`config.mk`:
```
export PLATFORM = sky130hd
export DESIGN_NAME = io_bus_ctrl
export DESIGN_NICKNAME = d
export VERILOG_FILES = /design/src/rtl/io_map_pkg.sv /design/src/rtl/io_addr_decode.sv /design/src/rtl/io_bus_ctrl.sv
export SDC_FILE = /design/constraint.sdc
export NUM_CORES = 1
export LEC_CHECK = 0
export CELL_PAD_IN_SITES_DETAIL_PLACEMENT = 1
export CELL_PAD_IN_SITES_GLOBAL_PLACEMENT = 1
export CORE_AREA = 4 4 126 128
export CTS_CLUSTER_DIAMETER = 30
export CTS_CLUSTER_SIZE = 10
export DETAILED_ROUTE_END_ITERATION = 8
export DIE_AREA = 0 0 130 132
export DONT_BUFFER_PORTS = 1
export PLACE_DENSITY_LB_ADDON = 0.3
export SLEW_MARGIN = 10
export SYNTH_ARGS = -nofsm -noshare
export SYNTH_HDL_FRONTEND = slang
export SYNTH_HIERARCHICAL = 1
export SYNTH_SLANG_ARGS = --single-unit
```
`constraint.sdc`:
```
create_clock -name clk -period 2.5 [get_ports clk]
set_input_delay 0.125 -clock clk [delete_from_list [all_inputs] [get_ports clk]]
set_output_delay 0.125 -clock clk [all_outputs]
set_load 0.005 [all_outputs]
```
`src/rtl/io_map_pkg.sv`:
```
// rtl/io_map_pkg.sv - region codes, device indices and state type for the I/O bus controller
package io_map_pkg;

    localparam logic [3:0] REGION_DMEM = 4'h0;
    localparam logic [3:0] REGION_VGA  = 4'h1;
    localparam logic [3:0] REGION_SEG  = 4'h3;
    localparam logic [3:0] REGION_BTN  = 4'h4;
    localparam logic [3:0] REGION_SD   = 4'h8;

    localparam int NUM_DEV  = 5;
    localparam int DEV_DMEM = 0;
    localparam int DEV_VGA  = 1;
    localparam int DEV_SEG  = 2;
    localparam int DEV_BTN  = 3;
    localparam int DEV_SD   = 4;

    typedef enum logic [1:0] {
        ST_IDLE,
        ST_ACCESS,
        ST_DONE,
        ST_ERR
    } bus_state_t;

    localparam logic [31:0] ERR_RDATA = 32'h0;

endpackage

```
`src/rtl/io_addr_decode.sv`:
```
// rtl/io_addr_decode.sv - region code to one-hot device select
module io_addr_decode
    import io_map_pkg::*;
(
    input  logic [3:0]         region,
    output logic [NUM_DEV-1:0] sel,
    output logic               mapped
);

    always_comb begin
        sel = '0;
        case (region)
            REGION_DMEM: sel[DEV_DMEM] = 1'b1;
            REGION_VGA:  sel[DEV_VGA]  = 1'b1;
            REGION_SEG:  sel[DEV_SEG]  = 1'b1;
            REGION_BTN:  sel[DEV_BTN]  = 1'b1;
            REGION_SD:   sel[DEV_SD]   = 1'b1;
            default:     sel = '0;
        endcase
        mapped = |sel;
    end

endmodule

```
`src/rtl/io_bus_ctrl.sv`:
```
// rtl/io_bus_ctrl.sv - single-outstanding CPU I/O access sequencer with SD ready/timeout
module io_bus_ctrl
    import io_map_pkg::*;
#(
    parameter int unsigned FAST_LAT   = 1,
    parameter int unsigned SD_TIMEOUT = 1023
) (
    input  logic               clk,
    input  logic               rst_n,
    input  logic               cpu_req,
    input  logic               cpu_we,
    input  logic [31:0]        cpu_addr,
    input  logic [31:0]        cpu_wdata,
    output logic               cpu_stall,
    output logic               cpu_done,
    output logic [31:0]        cpu_rdata,
    output logic               bus_err,
    output logic [NUM_DEV-1:0] dev_sel,
    output logic               dev_we,
    output logic [31:0]        dev_addr,
    output logic [31:0]        dev_wdata,
    input  logic [31:0]        dmem_rdata,
    input  logic [31:0]        vga_rdata,
    input  logic [31:0]        seg_rdata,
    input  logic [31:0]        btn_rdata,
    input  logic [31:0]        sd_rdata,
    input  logic               sd_ready
);

    localparam logic [15:0] FAST_LAST = 16'(FAST_LAT - 1);
    localparam logic [15:0] SD_LAST   = 16'(SD_TIMEOUT - 1);

    bus_state_t         state;
    logic [15:0]        cnt;
    logic [3:0]         dec_region;
    logic [NUM_DEV-1:0] dec_sel;
    logic               dec_mapped;
    logic [31:0]        rd_mux;
    logic               access_ok;
    logic               access_timeout;

    // Decoder sits on the input of the address latch, so the select it
    // produces is exactly the one registered alongside dev_addr.
    assign dec_region = (state == ST_IDLE) ? cpu_addr[31:28] : dev_addr[31:28];

    io_addr_decode u_decode (
        .region (dec_region),
        .sel    (dec_sel),
        .mapped (dec_mapped)
    );

    always_comb begin
        rd_mux = ({32{dev_sel[DEV_DMEM]}} & dmem_rdata)
               | ({32{dev_sel[DEV_VGA]}}  & vga_rdata)
               | ({32{dev_sel[DEV_SEG]}}  & seg_rdata)
               | ({32{dev_sel[DEV_BTN]}}  & btn_rdata)
               | ({32{dev_sel[DEV_SD]}}   & sd_rdata);
    end

    // Ready wins over timeout when both land in the same cycle.
    always_comb begin
        access_ok      = 1'b0;
        access_timeout = 1'b0;
        if (state == ST_ACCESS) begin
            if (dev_sel[DEV_SD]) begin
                access_ok      = sd_ready;
                access_timeout = !sd_ready && (cnt == SD_LAST);
            end else begin
                access_ok      = (cnt == FAST_LAST);
            end
        end
    end

    assign cpu_stall = ((state == ST_IDLE) && cpu_req) || (state == ST_ACCESS);

    always_ff @(posedge clk) begin
        if (!rst_n) begin
            state     <= ST_IDLE;
            cnt       <= '0;
            dev_sel   <= '0;
            dev_we    <= 1'b0;
            dev_addr  <= '0;
            dev_wdata <= '0;
            cpu_done  <= 1'b0;
            bus_err   <= 1'b0;
            cpu_rdata <= '0;
        end else begin
            cpu_done <= 1'b0;
            bus_err  <= 1'b0;
            case (state)
                ST_IDLE: begin
                    if (cpu_req) begin
                        dev_addr  <= cpu_addr;
                        dev_wdata <= cpu_wdata;
                        cnt       <= '0;
                        if (dec_mapped) begin
                            state   <= ST_ACCESS;
                            dev_sel <= dec_sel;
                            dev_we  <= cpu_we;
                        end else begin
                            state     <= ST_ERR;
                            cpu_done  <= 1'b1;
                            bus_err   <= 1'b1;
                            cpu_rdata <= ERR_RDATA;
                        end
                    end
                end
                ST_ACCESS: begin
                    if (access_ok) begin
                        state    <= ST_DONE;
                        cpu_done <= 1'b1;
                        if (!dev_we) begin
                            cpu_rdata <= rd_mux;
                        end
                        dev_sel <= '0;
                        dev_we  <= 1'b0;
                    end else if (access_timeout) begin
                        state     <= ST_ERR;
                        cpu_done  <= 1'b1;
                        bus_err   <= 1'b1;
                        cpu_rdata <= ERR_RDATA;
                        dev_sel   <= '0;
                        dev_we    <= 1'b0;
                    end else begin
                        cnt <= cnt + 16'd1;
                    end
                end
                ST_DONE: state <= ST_IDLE;
                ST_ERR:  state <= ST_IDLE;
                default: state <= ST_IDLE;
            endcase
        end
    end

endmodule

```
Yosys cells after proc, flatten, opt, wreduce, memory -nomap -nowiden
Cells that the tools add are included.
Operators by class
  shift operators: 0
  bitwise operators: 9
  div/mod/pow operators: 0
  eq/ne operators: 15
  add/sub/neg operators: 1
  reduce and logical (&&, ||, !) cells: 15
  muxes and demuxes: 42
  multiply operators: 0
  magnitude comparators: 0
Operators with widths (count)
  AND 32 bit: 5
  two-way mux 32 bit: 5
  bitwise OR 32 bit: 4
  one-hot mux 32 bit (2 select lines): 1
  two-way mux 16 bit: 3
  one-hot mux 16 bit (2 select lines): 1
  two-way mux 5 bit: 4
  two-way mux 1 bit: 18
  adder 16 x 1 -> 16 bit (second input constant): 1
  equality test 16 x 10 -> 1 bit (second input constant): 1
  logical NOT 16 bit: 1
  inequality test 2 bit (second input constant): 5
  one-hot mux 5 bit (2 select lines): 1
  two-way mux 2 bit: 4
  AND reduction 4 bit: 2
  inequality test 3 bit (second input constant): 2
  one-hot mux 1 bit (2 select lines): 3
  one-hot mux 2 bit (3 select lines): 1
  AND reduction 5 bit: 1
  OR reduction 5 bit: 1
  equality test 2 bit (second input constant): 2
  equality test 4 x 1 -> 1 bit (second input constant): 1
  equality test 4 x 2 -> 1 bit (second input constant): 1
  equality test 4 x 3 -> 1 bit (second input constant): 1
  other kinds (11): 13
Word-level totals
  output and inout bits: 105
  bits of input ports: 229
  logic and storage cells: 91
  register bits after elaboration: 122
  bits in latches: 0
  memory bits (read-only): 0
  memories: 0
  bits in writable memories: 0

Longest topological paths before layout
  depth in word-level cells: 8
  mapped depth: 10
  gate-level depth less buffers: 9

By module
The synthesis kept the hierarchy.
Modules (own cells, without submodules)
  io_bus_ctrl: instances 1, cells an instance 666, sequential area each 2442.3 um^2, area each 5604.1 um^2
  io_addr_decode: instances 1, cells an instance 9, sequential area each 0.0 um^2, area each 57.6 um^2

Least setup slack after synthesis
OpenSTA, ideal clock, no wires.
  path kind: register -> register
  from: register state[1]
  to: register cpu_rdata[0]
  buffers on the path: 2
  data required time: 2428 ps
  library setup time: 72 ps
  arrival: 2182 ps
  path slack: 246 ps
  clock period less this slack: 2254 ps
  cell stages (with the launch flop): 10
  path through: dfxtp_1 nor2_1 mux2_2 or3b_1 nand2_1 a21oi_1 nand3b_4 buf_6 buf_12 mux2i_1
Between the ends
  cells in the longest elaborated chain, start to end: 7
  elaborated cells between the ends (all ways): 24
  those cells by class: 9 x eq/ne; 10 x mux; 5 x reduce/logical
RTL lines
  from (decl): RTL line io_bus_ctrl.sv:33  | bus_state_t state;
  from (signal assigned): RTL line io_bus_ctrl.sv:78  | state <= ST_IDLE;
  from (signal assigned): RTL line io_bus_ctrl.sv:97  | state <= ST_ACCESS;
  from (signal assigned): RTL line io_bus_ctrl.sv:101  | state <= ST_ERR;
  logical NOT 2 bit (*): RTL line io_bus_ctrl.sv:44  | assign dec_region = (state == ST_IDLE) ? cpu_addr[31:28] : dev_addr[31:28];
  two-way mux 4 bit (*): RTL line io_bus_ctrl.sv:44
  named net dec_region[3]: RTL line io_bus_ctrl.sv:35  | logic [3:0] dec_region;
  equality test 4 x 1 -> 1 bit, or another cell as far along: RTL line io_addr_decode.sv:12  | case (region)
  two-way mux 1 bit: RTL line io_addr_decode.sv:12
  OR reduction 5 bit (*): RTL line io_addr_decode.sv:20  | mapped = |sel;
  named net dec_mapped: RTL line io_bus_ctrl.sv:37  | logic dec_mapped;
  inequality test 2 bit (no source line) (*)
  AND reduction 5 bit (no source line) (*)
  to (signal assigned): RTL line io_bus_ctrl.sv:113  | cpu_rdata <= rd_mux;
  to (decl): RTL line io_bus_ctrl.sv:16  | output logic [31:0] cpu_rdata,
The timed path passes the listed nets; every way through them passes the cells marked *.
A chain may end at the register's enable or synchronous reset.

Worst setup path after layout
  from: register state[1]
  to: register cpu_rdata[30]
Same word-level chain as after synthesis.

==> impl_metrics.toml <==
[setup_path]
critical_path_class = "reg -> reg"
critPathRequiredTime_ps = 2830
cp_data_arrival_time_ps = 2720
start_kind = "flip-flop"
cp-end-kind = "flip-flop"
path_max_fanout = 17

[die]
io_pins = 334
rows = 45
die_x_um = 130
initial_core_util_pct = 38.09
die_h_um = 132
coreArea_mm2 = 0.01486
die_area_mm2 = 0.01716

[detailed_routing]
dr.pass1.iters = 6
viasPerCell = 5.852
drc = 0
drtAntennaViolNets = 0
via_count = 5384
wl_per_cell_um = 23.90
wl_mm = 21.99
initialDrtViolationCount = 350

[run_status]
status = "finished clean"

[sta]
finalSetupViolations = 0
max_slew_margin_pct = 49.15
post-route-period-util_pct = 95.74
tns_ps = 0
final_max_slew_viol_count = 0
max_freq_mhz = 417.8
clock-skew-final_ps = 9.020
min_period_ps = 2394
tightest_slew_ps = 762.7
hold_violations = 0

[global_route]
grt_pass1_wl_mm = 32.84
grtUsageMet1_pct = 25.46
grt_pass1_vias = 5858
gr-usage-met2_pct = 44.87
grtUsageMet3_pct = 9.238
grt_use_total_pct = 24.53
grt_max_degree = 71
busiest_layer = "met2"
antenna_found_initial = 1
grt.overflow.total = 0

[clocking]
cts-root-buf = "clkbuf_16"
cts_inserted_buffers = 17
postCtsSetupRepairBufs = 0
path_clk_slew_ps = 60
htree_levels = 4
cts.sinks = 122
clock_path_buffers = 2
insertion_delay_ps = 410
cts_tree = "built"

[cells_and_area]
fin_util_pct = 47.60
instances_no_fill = 920
syn_to_final_growth_pct = 24.97
nNetsFinal = 950
num-fill-cells = 1687
multi_input_area_mm2 = 0.002919
final_area_mm2 = 0.007076
final-seq-area_mm2 = 0.002442
drive_gt1_share_pct = 9.439

[power]
power.density_mw_per_mm2 = 753.1
total_leakage_power_nw = 2.507
total_power_mw = 5.329
ir_worst_vdd_v = 0.0004363

[logic_synthesis]
synth-edff-count = 0
avgSynthCellArea_um2 = 8.388
seq_area_frac_synth_pct = 43.14
yosys_warnings = 6
yosysTopAreaCell = "dfxtp_1"
syn_nets = 907
synth_area_leaders = "dfxtp_1 43%, nand2_1 12%, a21oi_1 6.0%"
ys_types = 42
ys_seq_elements = 122
synth-main-ff-cell = "dfxtp_1"
synth_cells = 675
post-synth-top-count-cell = "nand2_1"
synth_common_cells = "174 x nand2_1, 122 x dfxtp_1, 68 x a21oi_1"
synth_area_mm2 = 0.005662
async_flop_share_pct = 0
yosys.area.top_type_share_pct = 43.14

[placement]
dp.cells = 821
placed_cell_area_mm2 = 0.005799
gp_congestion = 0.8164
portBuffers = 0
hpwlAfterDp_mm = 15.53

[min_path]
hold_class = "in -> reg"

[flow_run]
maxCapViolCount = 0
==> per-layer routing <==
metal  part of all wire (%)  vias up
met2                     52      265
met4                    2.3        0
met5                      0        -
met1                     36     2585
li1                       -     2502
met3                     10       32
==> report_power, final <==
group          switching, mW  total (mW)  internal (mW)
Clock                  0.927        2.46           1.53
Sequential            0.0988        2.14           2.04
Combinational          0.417       0.731          0.314
==> kinds of logic after synthesis <==
group,share of synthesized area (%)
AOI/OAI and AO/OA,21.39
xor gates and xnor gates,2.166
adders and majority gates,0.6631
buffers and inverters,5.481
DFF,43.14
muxes,6.453
and+or+nand+nor,20.71
==> final cells by class <==
cell class              instances  share of cell area (%)
well taps                     188                   3.324
inverters                       5                  0.2653
clock inverters                12                   1.981
flip-flops and latches        122                   34.52
diodes                          1                 0.03537
repair buffers                 83                   12.17
clock buffers                  20                   6.454
multi-input cells             489                   41.26
==> final timing paths <==
| path | start | to | slack (ps) | cells past startpoint |
|---|---|---|---|---|
| worst max-delay path | state[1]$_SDFFE_PN0P_ | cpu_rdata[30]$_SDFFE_PN0P_ | 110 | 8 |
| worst min-delay path | btn_rdata[24] | cpu_rdata[24]$_SDFFE_PN0P_ | 70 | 3 |
| worst max register to register | state[1]$_SDFFE_PN0P_ | cpu_rdata[30]$_SDFFE_PN0P_ | 110 | 8 |
| worst min register to register | dev_wdata[8]$_SDFFE_PN0P_ | dev_wdata[8]$_SDFFE_PN0P_ | 480 | 2 |
==> what timing repair did <==
action | in CTS | in global routing
hold buffers | 66 | 0
endpoints found under the hold margin | 102 | 0
endpoints found under the setup margin | 23 | 25
resized for setup | 2 | 1
==> placed cells by master, fill, tap and decap left out, drive strengths merged, types with 10 or more instances in the layout <==
cell type | Yosys | final
nand3 | 18 | 18
dfxtp | 122 | 122
clkbuf | 49 | 20
nor2 | 25 | 25
a22oi | 32 | 32
xnor2 | 14 | 14
a222oi | 32 | 32
mux2i | 32 | 32
nand2 | 174 | 174
buf | 10 | 18
a21o | 32 | 32
nor4 | 10 | 10
a21oi | 69 | 69
dlygate4sd3 | 0 | 65
==> worst max-delay path: stages (launching register included) <==
cell      delay [ps]
dfxtp_1          320
nor2_2           250
mux2_2           420
or3b_1           430
nand2_1          140
a21oi_2          100
nand3b_4         220
buf_12           220
mux2i_1          220
==> stage by stage <==
step                hold WS (ps)  setup WS [ps]
floorplan                  261.0          246.0
global placement           262.4          31.70
detailed placement         269.2         -120.2
CTS                        45.51          26.54
global route               80.15         -8.052
finish                     66.45          106.4
==> sequential cells by signal (all words and copies together) (netlist names) <==
signal,cells
cpu_done,1
dev_we,1
bus_err,1
cpu_rdata,32
dev_sel,5
cnt,16
dev_addr,32
dev_wdata,32
state,2
Note: power is estimated with default switching activity, not from simulation.
